`config.mk`:
```
export PLATFORM = sky130hd
export DESIGN_NAME = wait_sequencer
export DESIGN_NICKNAME = d
export VERILOG_FILES = /design/src/rtl/wait_seq_pkg.sv /design/src/rtl/wait_sequencer.sv
export SDC_FILE = /design/constraint.sdc
export NUM_CORES = 1
export LEC_CHECK = 0
export BUFFER_PORTS_ARGS = -buffer_cell sky130_fd_sc_hd__buf_2
export CORE_MARGIN = 2
export CORE_UTILIZATION = 47
export CTS_BUF_LIST = sky130_fd_sc_hd__clkbuf_16
export DETAILED_ROUTE_END_ITERATION = 10
export MAX_ROUTING_LAYER = met4
export PLACE_DENSITY_LB_ADDON = 0.25
export SKIP_LAST_GASP = 1
export SLEW_MARGIN = 10
export SYNTH_ARGS = -nofsm -noshare
export SYNTH_HDL_FRONTEND = slang
export SYNTH_SLANG_ARGS = --single-unit
```
`constraint.sdc`:
```
create_clock -name CLOCK_50M -period 1.7 [get_ports CLOCK_50M]
set_input_delay 0.255 -clock CLOCK_50M [delete_from_list [all_inputs] [get_ports CLOCK_50M]]
set_output_delay 0.255 -clock CLOCK_50M [all_outputs]
set_load 0.02 [all_outputs]
```
`src/rtl/wait_seq_pkg.sv`:
```
// Shared definitions for the wait sequencer and its wait-timer partner.
//   seq_state_t : sequencer FSM states
//   DEF_BITS    : default delay width (period / CLK_Div)
//   DEF_NSTEP   : default step-count width (num_steps / steps_done)
package wait_seq_pkg;

  localparam int unsigned DEF_BITS  = 4;
  localparam int unsigned DEF_NSTEP = 8;

  typedef enum logic [2:0] {
    IDLE   = 3'd0,
    ARM    = 3'd1,
    WAIT   = 3'd2,
    EMIT   = 3'd3,
    FINISH = 3'd4
  } seq_state_t;

endpackage

```
`src/rtl/wait_sequencer.sv`:
```
// Initiator side of the flag / CLK_Div / completed wait-timer handshake.
// Programs a delay, raises flag, waits for completed, then offers one step
// downstream on a valid/ready handshake. Repeats num_steps times, or runs
// until stop when num_steps is 0.
// Ports:
//   CLOCK_50M   in   system clock
//   reset       in   synchronous active-high reset
//   start       in   run request, sampled only in IDLE
//   stop        in   abort request, honoured in every active state
//   period      in   delay per step, latched on accepted start (BITS)
//   num_steps   in   steps per run, 0 = continuous (NSTEP)
//   flag        out  timer enable, high only in WAIT
//   CLK_Div     out  latched period (BITS)
//   completed   in   timer done level
//   step_valid  out  step strobe, held until step_ready
//   step_ready  in   downstream accept
//   busy        out  high outside IDLE
//   done        out  1-cycle pulse at normal end of a finite run
//   aborted     out  1-cycle pulse when stop ends an active run
//   steps_done  out  accepted steps this run (NSTEP, wraps)
module wait_sequencer
  import wait_seq_pkg::*;
#(
  parameter int unsigned BITS  = DEF_BITS,
  parameter int unsigned NSTEP = DEF_NSTEP
) (
  input  logic             CLOCK_50M,
  input  logic             reset,
  input  logic             start,
  input  logic             stop,
  input  logic [BITS-1:0]  period,
  input  logic [NSTEP-1:0] num_steps,
  output logic             flag,
  output logic [BITS-1:0]  CLK_Div,
  input  logic             completed,
  output logic             step_valid,
  input  logic             step_ready,
  output logic             busy,
  output logic             done,
  output logic             aborted,
  output logic [NSTEP-1:0] steps_done
);

  seq_state_t       state;
  logic [NSTEP-1:0] num_q;
  logic [NSTEP-1:0] steps_next;

  assign steps_next = steps_done + NSTEP'(1);

  // Single FSM with step counter; every output is a register.
  always_ff @(posedge CLOCK_50M) begin
    if (reset) begin
      state      <= IDLE;
      flag       <= 1'b0;
      step_valid <= 1'b0;
      busy       <= 1'b0;
      done       <= 1'b0;
      aborted    <= 1'b0;
      CLK_Div    <= '0;
      steps_done <= '0;
      num_q      <= '0;
    end else begin
      done    <= 1'b0;
      aborted <= 1'b0;
      // Abort takes priority; a step accepted in this cycle is dropped.
      if (stop && (state != IDLE)) begin
        state      <= IDLE;
        flag       <= 1'b0;
        step_valid <= 1'b0;
        busy       <= 1'b0;
        aborted    <= 1'b1;
      end else begin
        case (state)
          IDLE: begin
            if (start && !stop) begin
              state      <= ARM;
              busy       <= 1'b1;
              CLK_Div    <= period;
              num_q      <= num_steps;
              steps_done <= '0;
            end
          end
          // Hold flag low until the timer has visibly cleared completed,
          // so a stale level from the previous step is never counted.
          ARM: begin
            if (!completed) begin
              state <= WAIT;
              flag  <= 1'b1;
            end
          end
          WAIT: begin
            if (completed) begin
              state      <= EMIT;
              flag       <= 1'b0;
              step_valid <= 1'b1;
            end
          end
          EMIT: begin
            if (step_ready) begin
              step_valid <= 1'b0;
              steps_done <= steps_next;
              if ((num_q != '0) && (steps_next == num_q)) begin
                state <= FINISH;
                done  <= 1'b1;
              end else begin
                state <= ARM;
              end
            end
          end
          FINISH: begin
            state <= IDLE;
            busy  <= 1'b0;
          end
          default: begin
            state      <= IDLE;
            flag       <= 1'b0;
            step_valid <= 1'b0;
            busy       <= 1'b0;
          end
        endcase
      end
    end
  end

endmodule

```
==> run_results.csv <==
group,metric,value,unit
outcome,status,"complete, no violations",
clocking,cts_hold_buf,0,
synth,ys_ff_latch,28,
critical_path,worst-setup-path-type,"reg2reg",
clocking,tritoncts,"yes",
hold_path,hp-class,"in2reg",
critical_path,arrival,1840,ps
floorplanning,fp-row-count,19,
drt,ant_nets,0,
clocking,cts.path.max_buffers,2,
drt,drt_pass1_iterations,4,
drt,vias,1287,
cells_and_area,final_util,63.8,%
cells_and_area,area_growth,28.4,%
critical_path,required,1850,ps
drt,drc,0,
sta,fin_crit_sh,99.3,%
placed_design,place_inst,223,
cells_and_area,nets,218,
sta,relSlewSlack,71.0,%
cells_and_area,fin_cells,229,
critical_path,start_kind,"flop",
critical_path,crit_slowest_cell,"dfxtp_4",
synth,postSynthAreaPerCell,8.74,µm²
sta,report.final.hold_viol_count,0,
global_route,grt_use_total,20.7,%
synth,ys_seq_area_share,40.6,%
drt,wire_per_inst,14.1,µm
placed_design,placed_cell_area,1640,µm²
cells_and_area,post_route_cells_drive_above_1_share,30.8,%
sta,setup_tns,0,ps
cells_and_area,diodes,0,
global_route,grt_pass1_wl,5230,µm
critical_path,crit_path_max_fanout,4,
run,cap_violations,0,
clocking,htreeDepth,1,
drt,avgViaCountPerCell,5.62,
synth,synth_nets,177,
sta,clock_skew,4.02,ps
synth,ys_types,35,
clocking,cts-root-buf,"clkbuf_16",
clocking,cts_buffers,3,
sta,final_max_slew_viol_count,0,
floorplanning,initial_core_util,49.7,%
floorplanning,pin_count,35,
critical_path,path_cells,"ha_4 -> xnor2_2 -> xnor2_2 -> a2111oi_4 -> o211ai_2 -> o31a_1",
drt,routed_wl,3220,µm
critical_path,critPathMostFrequentCell,"xnor2_2",
placed_design,hpwlAfterDp,2290,µm
cells_and_area,final_common_cell,"buf_2",
critical_path,setup.worst_path.start,"steps_done[1]",
sta,setup_ws,12.0,ps
critical_path,r2r_slack,10,ps
critical_path,rr_startpoint,"steps_done[1]",
sta,worst_pin_slew,434,ps
placed_design,preCtsSetupSlack,-52.0,ps
global_route,grt_overflow_total,0,
clocking,clock_latency,260,ps
clocking,clk_pin_slew,70,ps
pwr,leakage,0.813,nW
floorplanning,die_height,58.2,µm
global_route,grt_pass1_vias,1172,
pwr,power_per_cell_area,809,nW/µm²
placed_design,globalplace.congestion,0.888,
critical_path,crit_path_end_kind,"flop",
cells_and_area,final_cell_area,1770,µm²
sta,setup_viol,0,
critical_path,cp_num_buf_inv,0,
synth,syn_inst,158,
sta,max_freq,0.592,GHz
drt,drt-initial-drc-count,47,
global_route,grt_max_degree,24,
critical_path,cp_slowest_stage_delay,360,ps
hold_path,hp-start,"num_steps[1]",
synth,yosysWarnings,0,
synth,syn_area,1380,µm²
floorplanning,die_w,58.2,µm
placed_design,io_buffers,34,
floorplanning,core,2780,µm²
pwr,vdd_drop_max,0.621,mV
critical_path,crit_family,"compound AO/OA/AOI/OAI gates",
cells_and_area,layout_common_cells,"buf_2, nor2_1, dfxtp_1",
global_route,grt_antenna_before_repair,0,
sta,fin_crit,1690,ps
clocking,cts.sink_count,28,
sta,grt_setup_unrepaired,"true",
floorplanning,die_area,3390,µm²
## state kept, by name (all words and copies together), names as in the netlist
register / count
CLK_Div: 4
busy: 1
step_valid: 1
flag: 1
steps_done: 8
done: 1
aborted: 1
state: 3
num_q: 8
## final cells by class
| class | count | area (µm²) |
|---|---|---|
| Timing Repair Buffer | 43 | 238 |
| Multi-Input combinational cell | 121 | 841 |
| Clock inverter | 1 | 3.75 |
| Sequential cell | 28 | 571 |
| Inverter | 2 | 7.51 |
| Tap cell | 31 | 38.8 |
| Fill cell | 247 | 1010 |
| Clock buffer | 3 | 75.1 |
## worst register-to-register path, stage by stage (launching register included)
cell and delay, ps:
dfxtp_4 360, ha_4 180, xnor2_2 140, xnor2_2 160
a2111oi_4 290, o211ai_2 170, o31a_1 270
## cells in the mapped netlist
master	instances	area (µm²)
xnor2_1	6	52.6
and3_1	2	12.5
nor2_1	26	97.6
xor2_1	3	26.3
and4_1	1	8.76
o22ai_1	1	6.26
clkbuf_1	2	7.51
clkbuf_2	1	5.00
dfxtp_1	28	561
o31a_1	1	8.76
o21ai_0	10	50.1
xor3_1	1	23.8
a211oi_1	1	7.51
nand3_1	5	25.0
o211ai_2	1	12.5
buf_4	1	7.51
nor3_1	2	10.0
a211o_1	1	8.76
ha_1	1	12.5
and2_1	3	18.8
a22oi_1	1	7.51
inv_1	2	7.51
nand3_4	1	17.5
nor4_1	3	18.8
or3_1	4	25.0
nand2b_1	2	12.5
nor3b_1	3	22.5
o31ai_1	1	7.51
nand3b_1	3	22.5
mux2i_1	12	120
nand2_1	9	33.8
a31oi_1	1	6.26
buf_2	3	15.0
a2111oi_4	1	27.5
a21oi_1	15	75.1
## path summary, 6_finish.rpt
kind	endpoint	depth (start not counted)
worst max-delay path	state[0]	6
worst min-delay path	num_q[1]	3
worst max register to register	state[0]	6
worst min register to register	step_valid	2
## kinds of logic after synthesis
group	after synthesis	synth area share, %
flops	28	40.6
simple gates	64	23.5
mux	12	8.70
buf+inv	9	3.08
fa+ha+maj	1	0.906
xor+xnor	10	7.43
compound gates	34	15.8
## routing by layer
metal | share of wire [%] | track usage, %
met3 | 4.7 | 3.13
met2 | 50 | 34.4
met4 | 2.0 | 7.97
met5 | 0 | -
met1 | 44 | 25.1
## stage by stage
stage,power [W],hold WS [ps]
2_1_floorplan,0.000851,324
6_report,0.00144,227
3_3_place_gp,0.000908,460
5_1_grt,0.00150,242
4_1_cts,0.00144,227
3_5_place_dp,0.000914,483
## report_power, final
group          internal [W]  switching (W)
registers          0.000680      0.0000236
logic             0.0000896       0.000114
clock network      0.000315       0.000214
total               0.00108       0.000351
## what timing repair did
action                     in CTS  in global routing
hold endpoints to repair        0                  0
gates resized for setup         3                  6
setup endpoints to repair       2                  4
setup buffers                   1                  1
pin swaps                       2                  4
Power figures use the tool's default switching activity.
